## src/rtl/aer_rx_fifo_if.sv

```systemverilog
// AER input link plus the valid/ready event stream toward the neuron core.
// The sender/core side is the master; the receiver FIFO is the slave.
interface aer_rx_fifo_if #(
   parameter int IMAGE_SIZE_BITS = 8
);
   logic [9:0]                 AERIN_ADDR;
   logic                       AERIN_REQ;
   logic                       AERIN_ACK;
   logic                       EVT_VALID;
   logic [IMAGE_SIZE_BITS-1:0] EVT_ADDR;
   logic                       EVT_READY;

   modport master (
      output AERIN_ADDR, AERIN_REQ, EVT_READY,
      input  AERIN_ACK, EVT_VALID, EVT_ADDR
   );

   modport slave (
      input  AERIN_ADDR, AERIN_REQ, EVT_READY,
      output AERIN_ACK, EVT_VALID, EVT_ADDR
   );
endinterface

```

## src/rtl/aer_rx_fifo.sv

```systemverilog
// AER 4-phase receiver with address range check, feeding a first-word-fall-through
// event FIFO. ACK is withheld while the FIFO is full so no in-range event is lost.
module aer_rx_fifo #(
   parameter int IMAGE_SIZE      = 256,
   parameter int IMAGE_SIZE_BITS = $clog2(IMAGE_SIZE),
   parameter int FIFO_DEPTH      = 8,
   parameter int CNT_BITS        = 16
) (
   input  logic                        CLK,
   input  logic                        RST,
   input  logic                        CLEAR,
   aer_rx_fifo_if.slave                aer,
   output logic [$clog2(FIFO_DEPTH):0] FIFO_LEVEL,
   output logic [CNT_BITS-1:0]         EVT_CNT,
   output logic                        ERR_ADDR
);
   localparam int              PTR_W    = $clog2(FIFO_DEPTH);
   localparam logic [PTR_W:0]  FULL_LVL = (PTR_W+1)'(FIFO_DEPTH);
   localparam logic [10:0]     ADDR_LIM = 11'(IMAGE_SIZE);

   typedef enum logic {IDLE, ACK_HIGH} state_e;

   state_e                     state_q, state_d;
   logic                       ack_q, ack_d;
   logic                       err_q, err_d;
   logic [PTR_W-1:0]           wr_ptr_q, wr_ptr_d;
   logic [PTR_W-1:0]           rd_ptr_q, rd_ptr_d;
   logic [PTR_W:0]             level_q, level_d;
   logic [CNT_BITS-1:0]        cnt_q, cnt_d;
   logic [IMAGE_SIZE_BITS-1:0] mem_q [FIFO_DEPTH];
   logic [IMAGE_SIZE_BITS-1:0] mem_d [FIFO_DEPTH];
   logic                       in_range, full, accept, push, pop;

   always_comb begin
      in_range = ({1'b0, aer.AERIN_ADDR} < ADDR_LIM);
      // Full comes from the registered level, so a same-cycle pop cannot open a slot.
      full     = (level_q == FULL_LVL);
      accept   = (state_q == IDLE) && aer.AERIN_REQ && (!full || !in_range);
      push     = accept && in_range && !CLEAR;
      pop      = (level_q != '0) && aer.EVT_READY;

      state_d  = state_q;
      ack_d    = ack_q;
      case (state_q)
         IDLE: begin
            if (accept) begin
               state_d = ACK_HIGH;
               ack_d   = 1'b1;
            end
         end
         ACK_HIGH: begin
            if (!aer.AERIN_REQ) begin
               state_d = IDLE;
               ack_d   = 1'b0;
            end
         end
         default: begin
            state_d = IDLE;
            ack_d   = 1'b0;
         end
      endcase

      mem_d    = mem_q;
      wr_ptr_d = wr_ptr_q;
      rd_ptr_d = rd_ptr_q;
      level_d  = level_q;
      cnt_d    = cnt_q;
      err_d    = err_q;

      if (push) begin
         mem_d[wr_ptr_q] = aer.AERIN_ADDR[IMAGE_SIZE_BITS-1:0];
         wr_ptr_d        = wr_ptr_q + 1'b1;
         if (cnt_q != '1) cnt_d = cnt_q + 1'b1;
      end
      if (pop) rd_ptr_d = rd_ptr_q + 1'b1;
      if (push && !pop)      level_d = level_q + 1'b1;
      else if (!push && pop) level_d = level_q - 1'b1;
      if (accept && !in_range) err_d = 1'b1;

      // A flush leaves the handshake alone; an event accepted in this cycle is dropped.
      if (CLEAR) begin
         wr_ptr_d = '0;
         rd_ptr_d = '0;
         level_d  = '0;
         cnt_d    = '0;
         err_d    = 1'b0;
      end
   end

   always_ff @(posedge CLK) begin
      if (RST) begin
         state_q  <= IDLE;
         ack_q    <= 1'b0;
         err_q    <= 1'b0;
         wr_ptr_q <= '0;
         rd_ptr_q <= '0;
         level_q  <= '0;
         cnt_q    <= '0;
      end else begin
         state_q  <= state_d;
         ack_q    <= ack_d;
         err_q    <= err_d;
         wr_ptr_q <= wr_ptr_d;
         rd_ptr_q <= rd_ptr_d;
         level_q  <= level_d;
         cnt_q    <= cnt_d;
      end
   end

   always_ff @(posedge CLK) begin
      mem_q <= mem_d;
   end

   assign aer.AERIN_ACK = ack_q;
   assign aer.EVT_VALID = (level_q != '0);
   assign aer.EVT_ADDR  = (level_q != '0) ? mem_q[rd_ptr_q] : '0;
   assign FIFO_LEVEL    = level_q;
   assign EVT_CNT       = cnt_q;
   assign ERR_ADDR      = err_q;
endmodule
```

## src/flat_wrapper.sv

```systemverilog
// flat-port wrapper written by rule: the top's interface ports become plain ports
module aer_rx_fifo_flat 
#(
   parameter int IMAGE_SIZE      = 256,
   parameter int IMAGE_SIZE_BITS = $clog2(IMAGE_SIZE),
   parameter int FIFO_DEPTH      = 8,
   parameter int CNT_BITS        = 16
)
  (CLK, RST, CLEAR, FIFO_LEVEL, EVT_CNT, ERR_ADDR, aer_AERIN_ADDR, aer_AERIN_REQ, aer_EVT_READY, aer_AERIN_ACK, aer_EVT_VALID, aer_EVT_ADDR);
  aer_rx_fifo_if #(.IMAGE_SIZE_BITS(IMAGE_SIZE_BITS)) aer_i ();
  input  logic CLK;
  input  logic RST;
  input  logic CLEAR;
  output logic [$clog2(FIFO_DEPTH):0] FIFO_LEVEL;
  output logic [CNT_BITS-1:0] EVT_CNT;
  output logic ERR_ADDR;
  input wire logic [$bits(aer_i.AERIN_ADDR)-1:0] aer_AERIN_ADDR;
  input wire logic [$bits(aer_i.AERIN_REQ)-1:0] aer_AERIN_REQ;
  input wire logic [$bits(aer_i.EVT_READY)-1:0] aer_EVT_READY;
  output wire logic [$bits(aer_i.AERIN_ACK)-1:0] aer_AERIN_ACK;
  output wire logic [$bits(aer_i.EVT_VALID)-1:0] aer_EVT_VALID;
  output wire logic [$bits(aer_i.EVT_ADDR)-1:0] aer_EVT_ADDR;
  assign aer_i.AERIN_ADDR = aer_AERIN_ADDR;
  assign aer_i.AERIN_REQ = aer_AERIN_REQ;
  assign aer_i.EVT_READY = aer_EVT_READY;
  assign aer_AERIN_ACK = aer_i.AERIN_ACK;
  assign aer_EVT_VALID = aer_i.EVT_VALID;
  assign aer_EVT_ADDR = aer_i.EVT_ADDR;
  aer_rx_fifo #(.IMAGE_SIZE(IMAGE_SIZE), .IMAGE_SIZE_BITS(IMAGE_SIZE_BITS), .FIFO_DEPTH(FIFO_DEPTH), .CNT_BITS(CNT_BITS)) u_core (.CLK(CLK), .RST(RST), .CLEAR(CLEAR), .aer(aer_i), .FIFO_LEVEL(FIFO_LEVEL), .EVT_CNT(EVT_CNT), .ERR_ADDR(ERR_ADDR));
endmodule
```

## config.mk

```make
export PLATFORM = sky130hd
export DESIGN_NAME = aer_rx_fifo_flat
export DESIGN_NICKNAME = d
export VERILOG_FILES = /design/src/rtl/aer_rx_fifo_if.sv /design/src/rtl/aer_rx_fifo.sv /design/src/flat_wrapper.sv
export SDC_FILE = /design/constraint.sdc
export NUM_CORES = 1
export LEC_CHECK = 0
export ABC_AREA = 1
export CAP_MARGIN = 20
export CELL_PAD_IN_SITES_DETAIL_PLACEMENT = 1
export CELL_PAD_IN_SITES_GLOBAL_PLACEMENT = 1
export CORE_MARGIN = 5
export CORE_UTILIZATION = 43
export DETAILED_ROUTE_END_ITERATION = 8
export PLACE_DENSITY_LB_ADDON = 0.1
export SLEW_MARGIN = 10
export SYNTH_ARGS = -nofsm -noshare
export SYNTH_HDL_FRONTEND = slang
export SYNTH_SLANG_ARGS = --single-unit
```

## constraint.sdc

```tcl
create_clock -name CLK -period 2.72 [get_ports CLK]
set_input_delay 0.544 -clock CLK [delete_from_list [all_inputs] [get_ports CLK]]
set_output_delay 0.544 -clock CLK [all_outputs]
set_load 0.01 [all_outputs]
```

==> metrics.csv <==
stage,metric,value,unit
place,Port Buf Inserts,45,
critical_path,Worst EP arrival,2.01,ns
pwr,Pwr Total,0.00262,W
critical_path,Worst setup SP type,flop,
cells_and_area,Fill cells,1076,
cells_and_area,"Design Area, Final",5050,um^2
global_routing,total global routing overflow,0,
route,DR WL met2,5340,um
synth,commonest cells in the netlist,"nor2_1, edfxtp_1, nand2_1, o21ai_0, dfxtp_1",
critical_path,flop-to-flop setup slack,0.27,ns
route,Top Metal Used,met4,
global_routing,vias in the first global route,3368,
synth,ys async rst share,0,%
synth,top-count cell post-synth,nor2_1,
pwr,pwr dens,520,nW/um^2
synth,library cells used by synthesis,31,
global_routing,initial antenna violation count,0,
synth,post-synth top area cell,edfxtp_1,
timing,period utilization,94.1,%
min_path,worst min path class,flop to flop,
timing,Slew Limit Fails,0,
cells_and_area,post-layout net count,510,
critical_path,Crit-path slowest cell,clkdlybuf4s50_1,
place,dpl cells,606,
route,1st-iter DRT viols,134,
route,ANT nets after route,0,
flow_run,reported max-cap violation count,0,
synth,Synth Instances,429,
place,DPL Wire Length,6920,um
route,drc violations,0,
critical_path,"most used cell, CP",nor2_1,
synth,number of enable flip-flop cells after synthesis,64,
pwr,Static Leakage,1.79,nW
floorplanning,die footprint,11700,um^2
floorplanning,Chip Height,108,um
floorplanning,initial core utilization,44.4,%
timing,Hold Fails Final Rpt,0,
timing,fin crit period,2.56,ns
critical_path,WP buf/inv,3,
timing,Setup-failing EPs final,0,
synth,Yosys reg bits,93,
cells_and_area,layout cells sized above 1,10.8,%
timing,Fmax,391,MHz
timing,Worst Clk Skew,0.0136,ns
route,Pre-antenna DRT Iters,5,
status,outcome,"finished, final reports clean",
route,Vias/cell,5.14,
synth,Mean Syn Cell Area,9.66,um^2
place,setup slack at placement,0.0729,ns
route,met1 wire length,4380,um
place,placed cell areas,4830,um^2
synth,share of the synthesized area in the top cell type,46.4,%
clock_network,# hold bufs at CTS,0,
pwr,VDD IR max,214,uV
critical_path,CP cell instances,"inv_1, buf_6, nor2_1, o22ai_1, nor2_1, nor2_1, clkdlybuf4s50_1",
floorplanning,Die Wd,108,um
clock_network,H-tree depth,3,
clock_network,CTS tree,built,
clock_network,clk buf depth,2,
floorplanning,num rows,35,
place,GPL Wtd Cong,0.759,
global_routing,all-layer global routing usage,18.8,%
synth,"Top FF cell, synth",edfxtp_1,
synth,post-synthesis cell area,4150,um^2
critical_path,Worst EP required,2.18,ns
clock_network,cts bufs inserted,9,
route,Wirelength per Cell,16.2,um
clock_network,# clock sinks,93,
global_routing,largest net degree at the start of global routing,33,
timing,RSZ-0062 raised after global routing,yes,
clock_network,"Reg clk slew, reported paths",0.10,ns
route,DR vias,3194,
cells_and_area,Ant. Diodes,0,
critical_path,critical path's top delay family,buffers and inverters,
floorplanning,I/O pin count,46,
clock_network,clk_lat worst skew,0.36,ns
critical_path,crit end category,output pin,
timing,Final WS setup,0.161,ns
floorplanning,core box area,9330,um^2
synth,Area contributors post-synth,"edfxtp_1, dfxtp_1, nor2_1",
synth,register area share after synthesis,60.4,%
timing,max_slew headroom,68.0,%
synth,Syn Nets,451,
global_routing,first-pass GRT wire length,17200,um
route,metal3 WL,256,um
route,Routed WL,10100,um
critical_path,critical path type,flop to output pin,
synth,Yosys warnings,0,
timing,worst hold slack,0.484,ns
cells_and_area,Syn-to-layout area delta,21.8,%
cells_and_area,final cell count without fillers,622,
timing,worst-margin pin slew,0.480,ns
clock_network,clk root buf,clkbuf_8,
clock_network,postcts setup bufs,0,
critical_path,CP max FO,14,
critical_path,"slowest stage delay, CP",0.56,ns
[kinds of logic (layout without fill, tap and decap cells)]
logic type               after synthesis  in the layout  synth area share, %
flip-flops                            93             93                 60.4
AO/OA/AOI/OAI                         81             81                 10.5
AND/OR/NAND/NOR                      197            197                 20.3
buffers and inverters                 38            102                 3.77
adder cells (fa/ha/maj)                7              7                 2.29
XOR/XNOR                              13             13                 2.75
[through the flow]
| step | setup TNS, ns | util, % |
|---|---|---|
| final | 0 | 54.1 |
| after floorplan | 0 | - |
| after CTS | 0 | 53.8 |
| after detailed placement | 0 | 51.8 |
| after global placement | 0 | 51.8 |
| after global routing | -0.0103 | 54.1 |
[state kept, by name, summed over array words and instances (netlist names)]
| register | count |
|---|---|
| u_core.ERR_ADDR | 1 |
| u_core.rd_ptr_q | 3 |
| u_core.mem_q | 64 |
| u_core.EVT_CNT | 16 |
| u_core.aer.AERIN_ACK | 1 |
| u_core.FIFO_LEVEL | 4 |
| u_core.wr_ptr_q | 3 |
| u_core.state_q | 1 |
[per-layer routing]
layer  vias up  track usage, %
li1       1567               -
met1      1575            23.5
met2        44            34.0
met3         8            2.69
met4         0            5.14
met5         -               0
[cells in the final DEF (no fill, tap or decap), types with 2 or more instances in the layout]
cell type,instances
a21oi_1,17
buf_4,13
buf_8,2
clkbuf_8,9
clkdlybuf4s50_1,43
clkinvlp_4,3
dfxtp_1,26
dfxtp_2,2
dlymetal6s2s_1,2
edfxtp_1,64
ha_1,6
inv_1,20
inv_2,2
inv_6,2
inv_8,2
nand2_1,58
nand2_2,5
nand3_1,11
nand4_1,2
nor2_1,105
nor2_2,4
nor2_4,3
nor3_1,4
o211ai_1,8
o21ai_0,45
o21ai_1,3
o22ai_1,8
xnor2_1,6
xor2_1,7
[path summary, 6_finish.rpt]
path / start / end / cells after the start
worst min register to register: u_core.aer.AERIN_ACK / u_core.aer.AERIN_ACK / 2
worst max register to register: u_core.FIFO_LEVEL[1] / u_core.FIFO_LEVEL[3] / 12
worst max-delay path: u_core.rd_ptr_q[0] / aer_EVT_ADDR[0] / 7
worst min-delay path: u_core.aer.AERIN_ACK / u_core.aer.AERIN_ACK / 2
[timing repair]
action / CTS / global route
gates resized for setup: 1 / 11
pin swaps: 0 / 0
setup endpoints to repair: 8 / 8
[final cells by class]
| class | instances | area (um^2) | area share (%) |
|---|---|---|---|
| inverter | 24 | 93.8 | 1.86 |
| sequential | 93 | 2510 | 49.7 |
| multi-input combinational | 298 | 1490 | 29.4 |
| clock buffer | 10 | 128 | 2.53 |
| tap | 129 | 161 | 3.20 |
| clock inverter | 6 | 55.1 | 1.09 |
| timing repair buffer | 62 | 614 | 12.2 |
[worst reg2reg max path, delay by kind of cell (launching register included)]
| kind | cells | cell delay (ns) |
|---|---|---|
| simple gates | 5 | 0.67 |
| flops | 1 | 0.38 |
| xor+xnor | 1 | 0.15 |
| fa+ha+maj | 2 | 0.58 |
| buf+inv | 2 | 0.32 |
| compound gates | 2 | 0.29 |
[power by group]
part	internal [W]	leakage, nW	total [W]	switching, W
clock	0.000352	0.0873	0.000876	0.000524
sequential	0.00152	0.812	0.00153	0.0000131
combinational	0.0000956	0.895	0.000215	0.000119
Power figures use the tool's default switching activity.
